<file path="src/rtl/avalon_mm_axil.sv">
// avalon_mm_axil
//
// Avalon-MM agent that takes single-beat read/write commands from an Avalon-MM
// host and replays each one as a single AXI4-Lite master transaction. Only one
// transaction is in flight at a time. The host sees completion as a single
// cycle with waitrequest low.
//
// Ports:
//   clk, rst                  rising-edge clock, asynchronous active-low reset
//   a_avalon_mm_*             Avalon-MM agent side (address, byteenable,
//                             read, write, writedata, readdata, response,
//                             waitrequest)
//   m_axil_aw*/w*/b*          AXI4-Lite write address, write data and write
//                             response channels (master side)
//   m_axil_ar*/r*             AXI4-Lite read address and read data channels
//                             (master side)
//
// Every output comes straight from a flop, so there is no combinational path
// from an input to an output.

module avalon_mm_axil #(
    parameter int         ADDR_WIDTH       = 32,
    parameter int         DATA_WIDTH       = 32,
    parameter int         STRB_WIDTH       = DATA_WIDTH/8,
    parameter int         BYTEENABLE_WIDTH = DATA_WIDTH/8,
    parameter logic [2:0] AXI_PROT         = 3'b000
) (
    input  logic                        clk,
    input  logic                        rst,

    input  logic [ADDR_WIDTH-1:0]       a_avalon_mm_address,
    input  logic [BYTEENABLE_WIDTH-1:0] a_avalon_mm_byteenable,
    input  logic                        a_avalon_mm_read,
    input  logic                        a_avalon_mm_write,
    input  logic [DATA_WIDTH-1:0]       a_avalon_mm_writedata,
    output logic [DATA_WIDTH-1:0]       a_avalon_mm_readdata,
    output logic [1:0]                  a_avalon_mm_response,
    output logic                        a_avalon_mm_waitrequest,

    output logic [ADDR_WIDTH-1:0]       m_axil_awaddr,
    output logic [2:0]                  m_axil_awprot,
    output logic                        m_axil_awvalid,
    input  logic                        m_axil_awready,
    output logic [DATA_WIDTH-1:0]       m_axil_wdata,
    output logic [STRB_WIDTH-1:0]       m_axil_wstrb,
    output logic                        m_axil_wvalid,
    input  logic                        m_axil_wready,
    input  logic [1:0]                  m_axil_bresp,
    input  logic                        m_axil_bvalid,
    output logic                        m_axil_bready,
    output logic [ADDR_WIDTH-1:0]       m_axil_araddr,
    output logic [2:0]                  m_axil_arprot,
    output logic                        m_axil_arvalid,
    input  logic                        m_axil_arready,
    input  logic [DATA_WIDTH-1:0]       m_axil_rdata,
    input  logic [1:0]                  m_axil_rresp,
    input  logic                        m_axil_rvalid,
    output logic                        m_axil_rready
);

    localparam logic [2:0] STATE_IDLE    = 3'd0;
    localparam logic [2:0] STATE_WR_REQ  = 3'd1;
    localparam logic [2:0] STATE_WR_RESP = 3'd2;
    localparam logic [2:0] STATE_RD_REQ  = 3'd3;
    localparam logic [2:0] STATE_RD_DATA = 3'd4;
    localparam logic [2:0] STATE_DONE    = 3'd5;

    logic [2:0]            state;
    logic [ADDR_WIDTH-1:0] addr_reg;

    // Avalon has no EXOKAY encoding, so it is reported as a plain OKAY.
    function automatic logic [1:0] map_resp(input logic [1:0] axi_resp);
        return (axi_resp == 2'b01) ? 2'b00 : axi_resp;
    endfunction

    // Only one transaction is ever in flight, so a single captured address
    // feeds both the write and the read address channels.
    assign m_axil_awaddr = addr_reg;
    assign m_axil_araddr = addr_reg;
    assign m_axil_awprot = AXI_PROT;
    assign m_axil_arprot = AXI_PROT;

    always_ff @(posedge clk or negedge rst) begin
        if (!rst) begin
            state                   <= STATE_IDLE;
            addr_reg                <= '0;
            m_axil_wdata            <= '0;
            m_axil_wstrb            <= '0;
            m_axil_awvalid          <= 1'b0;
            m_axil_wvalid           <= 1'b0;
            m_axil_bready           <= 1'b0;
            m_axil_arvalid          <= 1'b0;
            m_axil_rready           <= 1'b0;
            a_avalon_mm_readdata    <= '0;
            a_avalon_mm_response    <= 2'b00;
            a_avalon_mm_waitrequest <= 1'b1;
        end else begin
            case (state)
                // A write takes priority if the host illegally raises read and
                // write together. AW and W go out in the same cycle.
                STATE_IDLE: begin
                    a_avalon_mm_waitrequest <= 1'b1;
                    if (a_avalon_mm_write) begin
                        addr_reg       <= a_avalon_mm_address;
                        m_axil_wdata   <= a_avalon_mm_writedata;
                        m_axil_wstrb   <= a_avalon_mm_byteenable;
                        m_axil_awvalid <= 1'b1;
                        m_axil_wvalid  <= 1'b1;
                        state          <= STATE_WR_REQ;
                    end else if (a_avalon_mm_read) begin
                        addr_reg       <= a_avalon_mm_address;
                        m_axil_arvalid <= 1'b1;
                        state          <= STATE_RD_REQ;
                    end
                end

                // AW and W retire independently. A valid that is already low
                // means its handshake finished in an earlier cycle.
                STATE_WR_REQ: begin
                    if (m_axil_awvalid && m_axil_awready) begin
                        m_axil_awvalid <= 1'b0;
                    end
                    if (m_axil_wvalid && m_axil_wready) begin
                        m_axil_wvalid <= 1'b0;
                    end
                    if ((!m_axil_awvalid || m_axil_awready) &&
                        (!m_axil_wvalid || m_axil_wready)) begin
                        m_axil_bready <= 1'b1;
                        state         <= STATE_WR_RESP;
                    end
                end

                STATE_WR_RESP: begin
                    if (m_axil_bvalid) begin
                        m_axil_bready           <= 1'b0;
                        a_avalon_mm_response    <= map_resp(m_axil_bresp);
                        a_avalon_mm_waitrequest <= 1'b0;
                        state                   <= STATE_DONE;
                    end
                end

                STATE_RD_REQ: begin
                    if (m_axil_arready) begin
                        m_axil_arvalid <= 1'b0;
                        m_axil_rready  <= 1'b1;
                        state          <= STATE_RD_DATA;
                    end
                end

                STATE_RD_DATA: begin
                    if (m_axil_rvalid) begin
                        m_axil_rready           <= 1'b0;
                        a_avalon_mm_readdata    <= m_axil_rdata;
                        a_avalon_mm_response    <= map_resp(m_axil_rresp);
                        a_avalon_mm_waitrequest <= 1'b0;
                        state                   <= STATE_DONE;
                    end
                end

                // The single completion cycle. No new command is captured
                // here, so a host that drops its request early is ignored.
                STATE_DONE: begin
                    a_avalon_mm_waitrequest <= 1'b1;
                    state                   <= STATE_IDLE;
                end

                default: begin
                    m_axil_awvalid          <= 1'b0;
                    m_axil_wvalid           <= 1'b0;
                    m_axil_bready           <= 1'b0;
                    m_axil_arvalid          <= 1'b0;
                    m_axil_rready           <= 1'b0;
                    a_avalon_mm_waitrequest <= 1'b1;
                    state                   <= STATE_IDLE;
                end
            endcase
        end
    end

endmodule

</file>
<file path="config.mk">
export PLATFORM = sky130hd
export DESIGN_NAME = avalon_mm_axil
export DESIGN_NICKNAME = d
export VERILOG_FILES = /design/src/rtl/avalon_mm_axil.sv
export SDC_FILE = /design/constraint.sdc
export NUM_CORES = 1
export LEC_CHECK = 0
export BUFFER_PORTS_ARGS = -buffer_cell sky130_fd_sc_hd__buf_2
export CORE_UTILIZATION = 45
export DETAILED_ROUTE_END_ITERATION = 6
export PLACE_DENSITY = 0.8
export SLEW_MARGIN = 25
export SYNTH_ARGS = -nofsm -noshare
export SYNTH_HDL_FRONTEND = slang
export SYNTH_SLANG_ARGS = --single-unit
</file>
<file path="constraint.sdc">
create_clock -name clk -period 1.9 [get_ports clk]
set_input_delay 0.19 -clock clk [delete_from_list [all_inputs] [get_ports clk]]
set_output_delay 0.19 -clock clk [all_outputs]
set_load 0.02 [all_outputs]
</file>
==> summary.md <==
| Metric | Value |
|---|---|
| Status | finished, final reports clean |
| Worst stage delay on the critical path | 0.48 ns |
| Routed len/inst | 15.5 um |
| Dpl hpwl | 8560 um |
| Clk sinks | 111 |
| Initial Util | 46.5% |
| Nets | 677 |
| Gate power share | 53.0% |
| Crit path max-delay family | simple AND/OR/NAND/NOR gates |
| Pleak | 3.11 nW |
| Worst path slowest cell | or3b_4 |
| Initial antenna violation count | 0 |
| DRC | 0 |
| Final core occ | 59.7% |
| Final period utilization | 91.3% |
| Crit path arrival time | 1.98 ns |
| Synthesized flop and latch total | 111 |
| DRT Pass-1 Iters | 4 |
| Setup TNS Final | 0 ns |
| Overflow after GRT | 0 |
| Synth area leaders | dfrtp_1 57%, mux2_2 23%, buf_4 6.4% |
| Worst Skew | 0.00873 ns |
| Die X | 105 um |
| Core area | 10,400 um^2 |
| Syn Inst Count | 334 |
| CP Class | flop to flop |
| Tot GR Track Use | 19.6% |
| Vias in the first global route | 3,438 |
| TritonCTS Buffers | 9 |
| CP Capture Type | flop |
| Post-route minimum period | 1.74 ns |
| Die Span Y | 105 um |
| Number of synthesis warnings | 0 |
| RSZ-0062 raised after global routing | false |
| WHS Path Cells | 2 |
| Synthesized cell area | 4820 um^2 |
| Synth area leader | dfrtp_1 |
| Reg power frac | 35.8% |
| Layout cells sized above 1 | 68.2% |
| Cell Count Post-Placement | 686 |
| Startpoint types | flop |
| Worst Path Required | 2.14 ns |
| Proportion of netlist area held by the largest area contributor | 57.1% |
| CP max FO | 22 |
| CTS H-tree depth | 3 |
| Pwr dens | 1930 nW/um^2 |
| Clk network pwr share | 11.2% |
| Vias per cell | 4.85 |
| VDD IR max | 0.965 mV |
| Clk pin slew, worst setup/hold paths | 0.10 ns |
| Worst path bufs/invs | 1 |
| Syn Area/Cell | 14.4 um^2 |
| Pin count of the biggest net entering global routing | 57 |
| Pins Over Slew Limit | 0 |
| Post-Route WL | 10,900 um |
| Syn-to-layout area delta | 28.3% |
| Reg2Reg Depth | 4 |
| F_max | 0.576 GHz |
| Instance count on the critical path | 4 |
| Net Sw Power | 5.07 mW |
| Sw frac | 42.5% |
| Global routing met2 resource utilization | 36.1% |
| Site Rows | 37 |
| Root Driver | clkbuf_8 |
| Netlist cell types | 36 |
| Fin cells | 702 |
| Post-DRT Antenna Nets | 0 |
| Vias after detailed routing | 3,408 |
| TritonCTS clock tree | done |
| Met3 Usage GRT | 3.90% |
| DRT iter0 DRCs | 161 |
| Total power | 11.9 mW |
| Internal | 6.87 mW |
| Post-synthesis sequential area ratio | 57.7% |
| Hold/Removal Path Class | primary input to flop |
| Antenna Cells | 0 |
| Io pins | 259 |
| First-pass GRT wire length | 16,900 um |
| GR peak layer | met2 |
| Buffers on Ports | 252 |
| Die area | 11,100 um^2 |
| Met1 usage | 22.1% |
| Final hold viol count | 0 |
| Max Cap Violations | 0 |
| GPL Wtd Cong | 0.855 |
| Clk_lat worst skew | 0.36 ns |
| CP cell instances | or3b_4 -> nor2_8 -> buf_12 -> mux2_2 |
| Final setup violation count | 0 |
| Clock tree buffer depth | 2 |
## placed cells by master (no fill, tap or decap), types with 2 or more instances in the layout
master / n
buf_12: 4
mux2_4: 4
ha_1: 2
nor2b_1: 4
clkbuf_8: 9
nor2_1: 8
conb_1: 6
nor3_1: 3
inv_1: 7
clkinv_2: 2
a211oi_1: 2
o21ai_0: 9
a22o_1: 3
nor2_8: 2
clkbuf_1: 2
mux2_1: 4
mux2_2: 97
buf_2: 251
dfrtp_1: 110
a21oi_1: 4
nand2_1: 6
buf_4: 8
## what timing repair did
item | CTS | global route
hold buffers | 1 | 0
setup endpoints to repair | 0 | 23
hold endpoints to repair | 19 | 0
resized for setup | 0 | 1
setup buffers | 0 | 0
## flip-flops by register name, summed over array words and instances (netlist names)
| name | count |
|---|---|
| a_avalon_mm_readdata | 32 |
| m_axil_araddr | 32 |
| m_axil_wdata | 32 |
| m_axil_wstrb | 4 |
| state | 3 |
| a_avalon_mm_response | 2 |
| a_avalon_mm_waitrequest | 1 |
| m_axil_arvalid | 1 |
| m_axil_awvalid | 1 |
| m_axil_bready | 1 |
| m_axil_rready | 1 |
| m_axil_wvalid | 1 |
## per-stage QoR
step | setup slack, ns | area, um^2 | hold WS (ns)
after global routing | 0.0901 | 6190 | 0.0247
final | 0.165 | 6190 | 0.0399
after global placement | 0.0973 | 5990 | 0.124
after floorplan | 0.196 | 4840 | -0.106
after CTS | 0.0270 | 6180 | 0.0227
after detailed placement | 0.0504 | 5990 | 0.128
## cells by family (layout without fill, tap and decap cells)
group	count (synthesis)	after routing	share of synthesized area, %
AND/OR/NAND/NOR	30	30	4.00
multiplexers	105	105	24.8
flip-flops	111	111	57.7
AO/OA/AOI/OAI	26	26	3.84
adder cells (fa/ha/maj)	2	2	0.519
buffers and inverters	59	286	9.06
other	1	6	0.0778
## power groups by stage
stage	registers, mW	logic, mW	clock network, mW
floorplan	5.71	3.28	0
global placement	4.25	6.26	0
detailed placement	4.34	6.38	0
CTS	4.29	6.39	1.39
global route	4.44	6.71	1.49
finish	4.27	6.32	1.34
## per-layer routing
metal | part of all wire [%] | wire, um
met5 | 0 | 0
met4 | 2.0 | 218
met3 | 5.5 | 599
met2 | 54 | 5930
met1 | 38 | 4150
## Yosys cell counts, drive strengths merged
master and count:
a211oi 2, a21oi 4, a22o 3, a22oi 1, a2bb2oi 1, a31oi 1, and2b 1, buf 50
clkbuf 2, conb 1, dfrtp 110, dfstp 1, ha 2, inv 7, mux2 105, nand2 6
nand3 1, nor2 11, nor2b 4, nor3 3, nor3b 1, o2111a 1, o21ai 9, o22ai 1
o311ai 1, o31a 1, o31ai 1, or3 1, or3b 2
## area by class of cell
class	instances	area, um^2
fill	855	4180
sequential	111	2780
multi-input combinational	169	1630
timing repair buffer	264	1410
tap	136	170
clock buffer	11	131
clock inverter	4	47.5
inverter	7	26.3
## worst reg2reg max path, delay by kind of cell, from the launching register on
family / cells / cell delay [ns]
flip-flops: 1 / 0.43
multiplexers: 1 / 0.35
AND/OR/NAND/NOR: 2 / 0.65
buffers and inverters: 1 / 0.19
## worst paths after layout
check                      slack [ns]                startpoint                       end
setup / recovery                 0.16                  state[0]  a_avalon_mm_readdata[25]
hold / removal                   0.04  a_avalon_mm_writedata[4]           m_axil_wdata[4]
setup reg to reg                 0.16                  state[0]  a_avalon_mm_readdata[25]
hold reg to reg                  0.49          m_axil_wdata[10]          m_axil_wdata[10]
max in group asynchronous        0.96                       rst         m_axil_araddr[31]
min in group asynchronous        0.31                       rst                  state[2]
No activity file was read; power rests on OpenSTA's default activity.
